===== config.mk =====
export PLATFORM = sky130hd
export DESIGN_NAME = irq_ctrl
export DESIGN_NICKNAME = d
export VERILOG_FILES = /design/src/rtl/irq_pkg.sv /design/src/rtl/irq_ctrl_prio_enc.sv /design/src/rtl/irq_ctrl.sv
export SDC_FILE = /design/constraint.sdc
export NUM_CORES = 1
export LEC_CHECK = 0
export ABC_CLOCK_PERIOD_IN_PS = 1600
export BUFFER_PORTS_ARGS = -buffer_cell sky130_fd_sc_hd__buf_2
export CORE_ASPECT_RATIO = 1.4
export CORE_MARGIN = 2
export CORE_UTILIZATION = 41
export DETAILED_ROUTE_END_ITERATION = 8
export PLACE_DENSITY = 0.73
export REMOVE_ABC_BUFFERS = 1
export SETUP_SLACK_MARGIN = 0.05
export SYNTH_ARGS = -nofsm -noshare
export SYNTH_HDL_FRONTEND = slang
export SYNTH_SLANG_ARGS = --single-unit

===== constraint.sdc =====
create_clock -name clk -period 1.6 [get_ports clk]
set_input_delay 0.24 -clock clk [delete_from_list [all_inputs] [get_ports clk]]
set_output_delay 0.24 -clock clk [all_outputs]
set_load 0.005 [all_outputs]

===== src/rtl/irq_pkg.sv =====
`default_nettype none
// ============================================================================
// Module      : irq_pkg
// Description : Shared sizing constants, the priority-index type and the
//               lowest-set-bit helper for the interrupt/call sequencer.
// Revision    : 1.0 - initial release
// ============================================================================
package irq_pkg;

    localparam int NIRQ  = 4;
    localparam int PC_W  = 10;
    localparam int IDX_W = (NIRQ > 1) ? $clog2(NIRQ) : 1;

    localparam logic [PC_W-1:0] VEC_BASE = 10'h3F0;

    typedef struct packed {
        logic             valid;
        logic [IDX_W-1:0] idx;
    } idx_t;

    // Index 0 is the highest priority, so the lowest set bit wins.  The loop
    // scans downward so that the last match, which is kept, is the lowest
    // set bit.
    function automatic idx_t lowest_idx(input logic [NIRQ-1:0] vec);
        idx_t r;
        r = '0;
        for (int i = NIRQ - 1; i >= 0; i--) begin
            if (vec[i]) begin
                r.valid = 1'b1;
                r.idx   = IDX_W'(i);
            end
        end
        return r;
    endfunction

endpackage
`default_nettype wire


===== src/rtl/irq_ctrl_prio_enc.sv =====
`default_nettype none
// ============================================================================
// Module      : irq_ctrl_prio_enc
// Description : Fixed-priority encoder, where the lowest set index wins.
//   i_vec   in  NIRQ   request vector
//   o_idx   out IDX_W  index of the lowest set bit, or 0 when none is set
//   o_valid out 1      at least one bit of i_vec is set
// Revision    : 1.0 - initial release
// ============================================================================
module irq_ctrl_prio_enc
    import irq_pkg::*;
(
    input  logic [NIRQ-1:0]  i_vec,
    output logic [IDX_W-1:0] o_idx,
    output logic             o_valid
);

    idx_t w_res;

    always_comb begin
        w_res   = lowest_idx(i_vec);
        o_idx   = w_res.idx;
        o_valid = w_res.valid;
    end

endmodule
`default_nettype wire


===== src/rtl/irq_ctrl.sv =====
`default_nettype none
// ============================================================================
// Module      : irq_ctrl
// Description : Interrupt/call sequencer for the single-cycle CPU. It drives
//               the return-address stack and the PC vector mux, latches
//               edge-triggered IRQs, applies the mask and the global enable,
//               tracks nested in-service lines and traps stack faults.
//   clk, reset           clock; reset is synchronous and active-high
//   irq_in               IRQ lines; a rising edge requests service
//   mask_we/mask_wdata   mask register write (1 = line enabled)
//   ei_i/di_i            set/clear the global enable (di wins)
//   call_i/ret_i/reti_i  decoder strobes (reti > ret > call)
//   stk_ovf/stk_unf      stack fault flags
//   push/pop/interrupt   stack controls (interrupt = return unincremented)
//   take_irq/vector      PC mux select and vector address
//   in_service/fault     registered status
// Revision    : 1.0 - initial release
// ============================================================================
module irq_ctrl
    import irq_pkg::*;
(
    input  logic            clk,
    input  logic            reset,
    input  logic [NIRQ-1:0] irq_in,
    input  logic            mask_we,
    input  logic [NIRQ-1:0] mask_wdata,
    input  logic            ei_i,
    input  logic            di_i,
    input  logic            call_i,
    input  logic            ret_i,
    input  logic            reti_i,
    input  logic            stk_ovf,
    input  logic            stk_unf,
    output logic            push,
    output logic            pop,
    output logic            interrupt,
    output logic            take_irq,
    output logic [PC_W-1:0] vector,
    output logic [NIRQ-1:0] in_service,
    output logic            fault
);

    logic [NIRQ-1:0]  prev_irq_q,   prev_irq_d;
    logic [NIRQ-1:0]  pending_q,    pending_d;
    logic [NIRQ-1:0]  in_service_q, in_service_d;
    logic [NIRQ-1:0]  mask_q,       mask_d;
    logic             gie_q,        gie_d;
    logic             fault_q,      fault_d;

    logic [NIRQ-1:0]  w_rank_ok;
    logic [NIRQ-1:0]  w_elig;
    logic [IDX_W-1:0] w_sel_idx;
    logic             w_sel_valid;
    logic [IDX_W-1:0] w_isv_idx;
    logic             w_isv_valid;
    logic             w_reti;
    logic             w_ret;
    logic             w_call;
    logic             w_take;

    irq_ctrl_prio_enc u_isv_enc (
        .i_vec   (in_service_q),
        .o_idx   (w_isv_idx),
        .o_valid (w_isv_valid)
    );

    // A line may only preempt when it strictly outranks the most urgent
    // line already being serviced.
    for (genvar i = 0; i < NIRQ; i++) begin : g_rank
        assign w_rank_ok[i] = ~w_isv_valid | (IDX_W'(i) < w_isv_idx);
    end

    assign w_elig = pending_q & mask_q & w_rank_ok & {NIRQ{gie_q & ~fault_q}};

    irq_ctrl_prio_enc u_elig_enc (
        .i_vec   (w_elig),
        .o_idx   (w_sel_idx),
        .o_valid (w_sel_valid)
    );

    always_comb begin
        // Decoder strobes are resolved so that at most one takes effect.
        w_reti = reti_i;
        w_ret  = ret_i & ~reti_i;
        w_call = call_i & ~ret_i & ~reti_i;
        w_take = w_sel_valid & ~call_i & ~ret_i & ~reti_i;

        push      = ~reset & (w_take | w_call);
        pop       = ~reset & (w_ret | w_reti);
        interrupt = ~reset & (w_take | w_reti);
        take_irq  = ~reset & w_take;
        vector    = VEC_BASE + PC_W'(w_sel_idx);

        prev_irq_d = irq_in;

        // Clear the taken line first, then OR in new edges, so that a fresh
        // edge arriving on the same line in the take cycle is not lost.
        pending_d = pending_q;
        if (w_take) begin
            pending_d[w_sel_idx] = 1'b0;
        end
        pending_d = pending_d | (irq_in & ~prev_irq_q);

        in_service_d = in_service_q;
        if (w_take) begin
            in_service_d[w_sel_idx] = 1'b1;
        end
        if (w_reti && w_isv_valid) begin
            in_service_d[w_isv_idx] = 1'b0;
        end

        mask_d = mask_we ? mask_wdata : mask_q;

        gie_d = gie_q;
        if (di_i) begin
            gie_d = 1'b0;
        end else if (ei_i) begin
            gie_d = 1'b1;
        end

        fault_d = fault_q | stk_ovf | stk_unf | (w_reti & ~w_isv_valid);
    end

    always_ff @(posedge clk) begin
        if (reset) begin
            prev_irq_q   <= '0;
            pending_q    <= '0;
            in_service_q <= '0;
            mask_q       <= '0;
            gie_q        <= 1'b0;
            fault_q      <= 1'b0;
        end else begin
            prev_irq_q   <= prev_irq_d;
            pending_q    <= pending_d;
            in_service_q <= in_service_d;
            mask_q       <= mask_d;
            gie_q        <= gie_d;
            fault_q      <= fault_d;
        end
    end

    assign in_service = in_service_q;
    assign fault      = fault_q;

endmodule
`default_nettype wire


==> impl_results.md, run 1 <==
* Crit share post-route at 1.35
* Core Rows at 19
* Sw frac at 0.256
* Worst Hold Slack at 87.2 ps
* Final WS setup at -561 ps
* Slew Limit Fails at 0
* Worst-path clk slew at 100 ps
* DR vias/cell at 5.10
* Worst path depth at 5
* Antenna diode count at 0
* Clock Skews at 6.15 ps
* Final wirelength at 2130 um
* CP startpoint: in_service[1]
* Syn-to-layout area delta at 38.4%
* Simple-Gate Fraction of Synth Area at 0.243
* Status: finished with violations
* DR pass1 iterations at 4
* CP Class: reg2out
* # IOs at 37
* Fin util at 0.607
* Final Critical Period at 2160 ps
* Adder-cell area share of the yosys netlist at 0
* Worst reg-to-reg path cell count at 5
* Max-cap violation count at 0
* Largest family of logic cells by synthesized area: simple AND/OR/NAND/NOR gates
* H-Tree Depth at 1
* Area of the die at 2500 um2
* Pleak at 0.557 nW
* Synth Area in XOR/XNOR at 0
* Total power at 0.843 mW
* Internal Pwr Total at 0.627 mW
* Worst vdd ir at 0.450 mV
* Cell count of the worst hold path at 2
* Max stage delay cell, worst path: or4b_4
* Number of routed nets with antenna violations at 0
* WP data arrival at 1920 ps
* Commonest non-fill, non-tap cell in the layout: buf_2
* Post-synth design cell area at 866 um2
* Post-Synthesis Cells at 104
* Final hold viol count at 0
* Final setup viols at 8
* Commonest non-fill, non-tap cells in the layout: buf_2 (28), buf_4 (18), dfxtp_1 (17)
* Vias at 867
* Critical path's top delay family: simple AND/OR/NAND/NOR gates
* Hold WC Path Type: in2reg
* CTS Hold Bufs at 0
* CTS Sinks at 18
* DIE WIDTH at 42.8 um
* Sequential share of power at 0.577
* Layout cells sized above 1 at 0.403
* First-pass GRT wire length at 3460 um
* Max Root-Sink Buffers at 2
* Core Area at 1970 um2
* Compound-gate portion of the synthesized area at 0.178
* Initial DRC count at 11
* Final #Nets at 169
* Psw at 0.216 mW
* PD cells at 703 nW/um2
* Tot GR Track Use at 0.182
* Yosys cell types at 30
* Sequential fraction of the synthesis area at 0.416
* Initial antenna violation count at 0
* Failing checks: setup timing
* Pre-CTS setup slack at -363 ps
* EDFF count, synth at 0
* Crit-path max FO at 2
* Setup crit start kind: register
* RSZ-0062 raised after global routing: yes
* Port buffer count at 28
* Vias in the first global route at 815
* Wire per inst at 12.5 um
* #FFs+latches synth at 18
* CTS tree: built
* RD Place Congestion at 0.811
* Cts bufs inserted at 3
* Worst hold path startpoint: di_i
* Initial Util at 0.439
* Pin count of the biggest net entering global routing at 19
* Root Driver: clkbuf_4
* Fmax achieved at 463 MHz
* Post-synth top flop: dfxtp_1
* Post-DP HPWL at 1600 um
* CP cell instances: or4b_4, a211oi_4, nor2_2, a2111oi_2, buf_2
* Clock network power share at 0.262
* Mux cell area share after synthesis at 0.0462
* Drt drc at 0
* WP buf/inv at 1
* CP Capture Type: output port
* Dpl cells at 165
* Syn. warnings at 0
* GRT overflow at 0
* CP Data Required Time at 1360 ps
* Clock latency at the later pin of the worst-skew pair at 300 ps
* Comb power frac at 0.161
* Die H at 58.4 um
* CP peak stage delay at 550 ps
* Layout Cells excl Fill at 170
* R2r startpoint: in_service[1]
* Post-Syn Area per Cell at 8.33 um2
* Ys async rst share at 0
## Yosys cell counts, types with 2 or more instances
| cell | number | area share |
|---|---|---|
| mux2i_1 | 4 | 0.046 |
| nor3_1 | 3 | 0.017 |
| nor2b_1 | 8 | 0.058 |
| clkbuf_1 | 3 | 0.013 |
| a32o_1 | 2 | 0.023 |
| conb_1 | 2 | 0.0087 |
| nor2_1 | 11 | 0.048 |
| o21ai_0 | 3 | 0.017 |
| nand2_1 | 7 | 0.030 |
| inv_1 | 6 | 0.026 |
| nor4_1 | 2 | 0.014 |
| dfxtp_1 | 18 | 0.42 |
| buf_4 | 8 | 0.069 |
| nand2b_1 | 2 | 0.014 |
| a21oi_1 | 10 | 0.058 |
## layer usage
| layer | GRT usage | vias up | part of all wire |
|---|---|---|---|
| met1 | 0.211 | 400 | 0.40 |
| met5 | 0 | - | 0 |
| li1 | - | 435 | - |
| met2 | 0.307 | 25 | 0.52 |
| met3 | 0.0276 | 7 | 0.045 |
| met4 | 0.121 | 0 | 0.037 |
## per-stage QoR
stage	setup TNS [ps]	cell area, um2
2_1_floorplan	-531	817
4_1_cts	-2760	1150
3_3_place_gp	-1160	1110
5_1_grt	-3640	1200
3_5_place_dp	-1310	1110
6_report	-3090	1200
## what timing repair did
action                                  4_1_cts  5_1_grt
pin swaps                                     2        2
setup buffers                                 0        2
endpoints found under the setup margin       11       11
gates resized for setup                       5        8
## state kept, by name, summed over array words and instances, names as in the netlist
signal      count
gie_q           1
mask_q          4
prev_irq_q      4
pending_q       4
fault           1
in_service      4
## layout make-up
cell class | count | area, um2
Fill cell | 180 | 774
Multi-Input combinational cell | 75 | 479
Sequential cell | 18 | 362
Timing Repair Buffer | 47 | 287
Tap cell | 21 | 26.3
Clock buffer | 3 | 22.5
Inverter | 6 | 22.5
## power groups by stage
stage	logic, mW	registers [mW]	clock network [mW]
global route	0.152	0.489	0.245
floorplan	0.0513	0.495	0
global placement	0.122	0.495	0
finish	0.136	0.487	0.221
CTS	0.130	0.487	0.226
detailed placement	0.125	0.496	0
## kinds of logic after synthesis
group,Yosys count
and+or+nand+nor,39
AOI/OAI and AO/OA,24
DFF,18
buffers and inverters,17
muxes,4
other,2
## final timing paths
check                               endpoint  slack (ps)
worst min-delay path                   gie_q          90
worst min register to register  pending_q[0]         480
worst max register to register  pending_q[1]        -370
worst max-delay path                    push        -560
(Power assumes the default switching activity.)
==> inputs of run 2 (changes only) <==
--- a/config.mk
+++ b/config.mk
@@ -11,7 +11,7 @@
 export CORE_MARGIN = 2
 export CORE_UTILIZATION = 41
 export DETAILED_ROUTE_END_ITERATION = 8
-export PLACE_DENSITY = 0.73
+export PLACE_DENSITY = 0.7
 export REMOVE_ABC_BUFFERS = 1
 export SETUP_SLACK_MARGIN = 0.05
 export SYNTH_ARGS = -nofsm -noshare
==> run 2 against run 1 <==
  * The run still ends with setup timing left
  * Register-to-register slack about the same
  * Design area down 2.6%
  * Via count up 0.92%
  * Sequential share of layout area up 0.70 points
  * Maximum frequency down 0.91%
  * Critical endpoint unchanged
  * Largest power group unchanged
  * Highest routed layer unchanged
==> impl_results.md, run 2 (same netlist as run 1, synthesis figures left out) <==
* Worst vdd ir at 0.496 mV (was 0.450 mV)
* Slew Limit Fails at 0 (unchanged)
* Final Critical Period at 2180 ps (was 2160 ps)
* Setup TNS at -3070 ps (was -3090 ps)
* CTS Sinks at 18 (unchanged)
* H-Tree Depth at 1 (unchanged)
* Initial antenna violation count at 0 (unchanged)
* # IOs at 37 (unchanged)
* Commonest non-fill, non-tap cell in the layout: buf_2 (unchanged)
* DP Area at 1100 um2 (was 1110 um2)
* CP Data Required Time at 1360 ps (about the same)
* Max Root-Sink Buffers at 2 (unchanged)
* Number of routed nets with antenna violations at 0 (unchanged)
* Failing checks: setup timing (unchanged)
* Worst Hold Slack at 82.6 ps (was 87.2 ps)
* Die H at 58.4 um (unchanged)
* CP Class: reg2out (unchanged)
* Commonest non-fill, non-tap cells in the layout: buf_2 (28), dfxtp_1 (18), buf_4 (17) (was buf_2 (28), buf_4 (18), dfxtp_1 (17))
* Antenna diode count at 0 (unchanged)
* Crit share post-route at 1.36 (was 1.35)
* Reg2reg setup slack at -370 ps (about the same)
* Tot GR Track Use at 0.185 (was 0.182)
* First-pass GRT wire length at 3460 um (unchanged)
* Clock latency at the later pin of the worst-skew pair at 300 ps (about the same)
* Max-cap violation count at 0 (unchanged)
* Layout cells sized above 1 at 0.381 (was 0.403)
* Worst-path clk slew at 100 ps (about the same)
* Fin util at 0.592 (was 0.607)
* Final hold viol count at 0 (unchanged)
* Post-DP HPWL at 1610 um (was 1600 um)
* Syn-to-layout area delta at 34.8% (was 38.4%)
* Core Area at 1970 um2 (unchanged)
* Final WS setup at -581 ps (was -561 ps)
* Final wirelength at 2160 um (was 2130 um)
* Final setup viols at 9 (was 8)
* Root Driver: clkbuf_4 (unchanged)
* CP Capture Type: output port (unchanged)
* Wire per inst at 12.8 um (was 12.5 um)
* Pre-CTS setup slack at -390 ps (was -363 ps)
* DR vias/cell at 5.21 (was 5.10)
* RR Endpoint: pending_q[1] (unchanged)
* Status: finished with violations (unchanged)
* Cts bufs inserted at 3 (unchanged)
* Cell count of the worst hold path at 2 (unchanged)
* GRT overflow at 0 (unchanged)
* Worst hold path startpoint: di_i (unchanged)
* RSZ-0062 raised after global routing: yes (unchanged)
* Vias at 875 (was 867)
* Setup crit start kind: register (unchanged)
* Area of the die at 2500 um2 (unchanged)
* R2r startpoint: in_service[1] (unchanged)
* WP data arrival at 1940 ps (was 1920 ps)
* Drt drc at 0 (unchanged)
* Hold endpoint: gie_q (unchanged)
* Design Area, Final at 1170 um2 (was 1200 um2)
* Port buffer count at 28 (unchanged)
* Worst reg-to-reg path cell count at 5 (unchanged)
* DIE WIDTH at 42.8 um (unchanged)
* Hold WC Path Type: in2reg (unchanged)
* Pin count of the biggest net entering global routing at 19 (unchanged)
* PD cells at 730 nW/um2 (was 703 nW/um2)
* Crit-path max FO at 2 (unchanged)
* Initial DRC count at 27 (was 11)
* Fmax achieved at 458 MHz (was 463 MHz)
* Final #Nets at 167 (was 169)
* Vias in the first global route at 854 (was 815)
* Initial Util at 0.439 (unchanged)
* RD Place Congestion at 0.791 (was 0.811)
* Core Rows at 19 (unchanged)
* Clock Skews at 1.16 ps (was 6.15 ps)
* CTS tree: built (unchanged)
* Fill cell count at 196 (was 180)
* Pleak at 0.545 nW (was 0.557 nW)
* DR pass1 iterations at 4 (unchanged)
==> run 2: changes by cell type in the layout (fill, tap and decap cells not counted), sizes merged <==
| cell | before | now |
|---|---|---|
| buf | 47 | 45 |
==> run 2: what timing repair did <==
| action | 4_1_cts | 5_1_grt |
|---|---|---|
| pin swaps | 2 | 0 |
| gates resized for setup | 4 | 4 |
| setup endpoints to repair | 10 | 11 |
| hold buffers | 0 | 0 |
| setup buffers | 0 | 1 |
| cloned | 0 | 0 |
==> run 2: worst max path at each step <==
stage / from / end / slack (ps) / cells after the start
6_report: in_service[1] / push / -580 / 5
3_5_place_dp: in_service[1] / push / -390 / 5
4_1_cts: in_service[1] / push / -600 / 5
2_1_floorplan: in_service[1] / push / -300 / 4
3_3_place_gp: in_service[1] / push / -340 / 5
5_1_grt: in_service[1] / push / -660 / 5
==> run 2: metal layers <==
| metal | vias up | track usage | wire (um) |
|---|---|---|---|
| li1 | 430 | - | - |
| met4 | 0 | 0.121 | 62 |
| met5 | - | 0 | 0 |
| met2 | 22 | 0.335 | 1160 |
| met1 | 418 | 0.198 | 855 |
| met3 | 5 | 0.0215 | 80 |
==> run 2: layout make-up <==
cell class / instances / area [um2] / share of cell area
flip-flops and latches: 18 / 360 / 0.309
repair buffers: 45 / 268 / 0.229
multi-input cells: 75 / 468 / 0.401
well taps: 21 / 26.3 / 0.0225
clock buffers: 3 / 22.5 / 0.0193
inverters: 6 / 22.5 / 0.0193
==> run 2: through the flow <==
step                cells  power [mW]
floorplan              99       0.546
global placement      164       0.614
detailed placement    164       0.619
CTS                   167       0.849
global route          168       0.888
finish                168       0.852
==> run 2: critical path, cell delays in order, from the launching register on <==
cell	delay [ps]
dfxtp_1	330
or4b_4	560
a211oi_4	210
nor2_2	90
a2111oi_2	290
buf_2	160
==> run 2: power breakdown <==
| part | switching [mW] | leakage [nW] | internal [mW] |
|---|---|---|---|
| logic | 0.0641 | 0.383 | 0.0638 |
| registers | 0.0159 | 0.149 | 0.471 |
| clock network | 0.149 | 0.0138 | 0.0880 |
==> inputs of run 3 (changes only) <==
--- a/config.mk
+++ b/config.mk
@@ -7,11 +7,12 @@
 export LEC_CHECK = 0
 export ABC_CLOCK_PERIOD_IN_PS = 1600
 export BUFFER_PORTS_ARGS = -buffer_cell sky130_fd_sc_hd__buf_2
-export CORE_ASPECT_RATIO = 1.4
+export CORE_ASPECT_RATIO = 0.8
 export CORE_MARGIN = 2
-export CORE_UTILIZATION = 41
+export CORE_UTILIZATION = 43
+export CTS_BUF_LIST = sky130_fd_sc_hd__clkbuf_8
 export DETAILED_ROUTE_END_ITERATION = 8
-export PLACE_DENSITY = 0.7
+export PLACE_DENSITY = 0.73
 export REMOVE_ABC_BUFFERS = 1
 export SETUP_SLACK_MARGIN = 0.05
 export SYNTH_ARGS = -nofsm -noshare
==> run 3 against run 2 <==
  * The run still ends with setup timing left
  * Sequential share of layout area down 2.7 points
  * Clock power up 56%
  * Power up 18%
  * Non-clock buffer count up 4
  * Clock skew up 3.7 ps
  * Global-route usage up 4.8 points
  * Critical path depth unchanged
  * Hold slack better by 57 ps
  * Die area down 4.4%
  * Design area up 10%
  * Critical endpoint unchanged
  * Largest power group unchanged
  * Highest routed layer unchanged
==> impl_results.md, run 3 (same netlist as run 1, synthesis figures left out) <==
* Status: finished with violations (unchanged)
* Failing checks: setup timing (unchanged)
* Core Rows at 14 (was 19)
* Critical path's top delay family: simple AND/OR/NAND/NOR gates (unchanged)
* Port buffer count at 28 (unchanged)
* Fin util at 0.679 (was 0.592)
* Total power at 1.01 mW (was 0.852 mW)
* Tot GR Track Use at 0.234 (was 0.185)
* Max Root-Sink Buffers at 2 (unchanged)
* Syn-to-layout area delta at 48.4% (was 34.8%)
* Max-cap violation count at 0 (unchanged)
* Design Area, Final at 1280 um2 (was 1170 um2)
* Area of the die at 2390 um2 (was 2500 um2)
* DR vias/cell at 5.41 (was 5.21)
* Final wirelength at 2590 um (was 2160 um)
* Drt drc at 0 (unchanged)
* Final #Nets at 171 (was 167)
* Initial antenna violation count at 0 (unchanged)
* Setup crit start kind: register (unchanged)
* CP Data Required Time at 1360 ps (about the same)
* CTS tree: built (unchanged)
* Crit share post-route at 1.33 (was 1.36)
* Slew Limit Fails at 0 (unchanged)
* CP peak stage delay at 550 ps (was 560 ps)
* Worst-path clk slew at 60 ps (was 100 ps)
* Crit-path max FO at 2 (unchanged)
* DIE WIDTH at 54.2 um (was 42.8 um)
* Vias in the first global route at 854 (unchanged)
* Worst reg-to-reg path cell count at 7 (was 5)
* Commonest non-fill, non-tap cells in the layout: buf_2 (28), buf_4 (19), dfxtp_1 (17) (was buf_2 (28), dfxtp_1 (18), buf_4 (17))
* DP Area at 1110 um2 (was 1100 um2)
* Final Critical Period at 2130 ps (was 2180 ps)
* H-Tree Depth at 1 (unchanged)
* CP Capture Type: output port (unchanged)
* Antenna diode count at 0 (unchanged)
* Worst hold path startpoint: di_i (unchanged)
* Number of routed nets with antenna violations at 0 (unchanged)
* First-pass GRT wire length at 4020 um (was 3460 um)
* # IOs at 37 (unchanged)
* DR pass1 iterations at 5 (was 4)
* Pre-CTS setup slack at -368 ps (was -390 ps)
* Reg2reg setup slack at -410 ps (was -370 ps)
* Worst setup path end: push (unchanged)
* Cts bufs inserted at 3 (unchanged)
* Hold WC Path Type: in2reg (unchanged)
* GRT overflow at 0 (unchanged)
* Final WS setup at -531 ps (was -581 ps)
* Pleak at 0.583 nW (was 0.545 nW)
* Fmax achieved at 469 MHz (was 458 MHz)
* Die H at 44.1 um (was 58.4 um)
* Max stage delay cell, worst path: or4b_4 (unchanged)
* Final setup viols at 11 (was 9)
* Worst path depth at 5 (unchanged)
* Wire per inst at 14.7 um (was 12.8 um)
* Commonest non-fill, non-tap cell in the layout: buf_2 (unchanged)
* CP cell instances: or4b_4, a211oi_4, nor2_1, a2111oi_2, buf_2 (was or4b_4, a211oi_4, nor2_2, a2111oi_2, buf_2)
* Fill cell count at 151 (was 196)
* Initial DRC count at 33 (was 27)
* Worst vdd ir at 0.768 mV (was 0.496 mV)
* RSZ-0062 raised after global routing: yes (unchanged)
* CP Class: reg2out (unchanged)
* RR Endpoint: in_service[1] (was pending_q[1])
* Pin count of the biggest net entering global routing at 11 (was 19)
* WP data arrival at 1890 ps (was 1940 ps)
* R2r startpoint: in_service[1] (unchanged)
* Core Area at 1890 um2 (was 1970 um2)
* CTS Sinks at 18 (unchanged)
* Layout cells sized above 1 at 0.447 (was 0.381)
* Clock latency at the later pin of the worst-skew pair at 260 ps (was 300 ps)
* Post-DP HPWL at 1620 um (was 1610 um)
* Clock Skews at 4.84 ps (was 1.16 ps)
* RD Place Congestion at 0.813 (was 0.791)
* Initial Util at 0.458 (was 0.439)
* Root Driver: clkbuf_8 (was clkbuf_4)
* PD cells at 785 nW/um2 (was 730 nW/um2)
* CP startpoint: in_service[1] (unchanged)
* Final hold viol count at 0 (unchanged)
* Vias at 952 (was 875)
* WP buf/inv at 1 (unchanged)
## run 3: cell types whose count changed in the layout (fill, tap and decap cells not counted), sizes merged
| cell | change |
|---|---|
| clkbuf | +1 |
| buf | +4 |
## run 3: repair_timing
| item | in CTS | in global routing |
|---|---|---|
| pin swaps | 3 | 5 |
| hold buffers | 0 | 0 |
| setup buffers | 4 | 3 |
| gates resized for setup | 9 | 11 |
| endpoints found under the setup margin | 11 | 11 |
## run 3: worst min-delay path by stage
stage | depth (start not counted) | end | slack [ps]
2_1_floorplan | 1 | in_service[0] | 310
3_3_place_gp | 2 | gie_q | 400
3_5_place_dp | 2 | gie_q | 410
4_1_cts | 2 | gie_q | 140
5_1_grt | 2 | gie_q | 150
6_report | 2 | gie_q | 140
## run 3: through the flow
step / instances / hold WS, ps / setup TNS, ps
after floorplan: 99 / 309 / -531
after global placement: 168 / 402 / -1000
after detailed placement: 168 / 407 / -1290
after CTS: 176 / 140 / -3150
after global routing: 176 / 148 / -4050
final: 176 / 140 / -3590
## run 3: where the power goes
group | switching, mW | leakage (nW) | internal (mW)
Sequential | 0.0181 | 0.149 | 0.471
Combinational | 0.0783 | 0.405 | 0.0714
Clock | 0.150 | 0.0288 | 0.219
Total | 0.247 | 0.583 | 0.762
## run 3: per-layer routing
metal / global-route usage / up-vias / wire length [um]
met4: 0.100 / 0 / 96
met2: 0.366 / 64 / 1190
li1: - / 440 / -
met1: 0.294 / 434 / 1090
met5: 0 / - / 0
met3: 0.0743 / 14 / 222
## run 3: area by class of cell
type	count	area, um2	area share
multi-input combinational	75	510	0.397
sequential	18	362	0.281
timing repair buffer	49	305	0.238
clock buffer	4	55.1	0.0428
tap	24	30.0	0.0234
inverter	6	22.5	0.0175
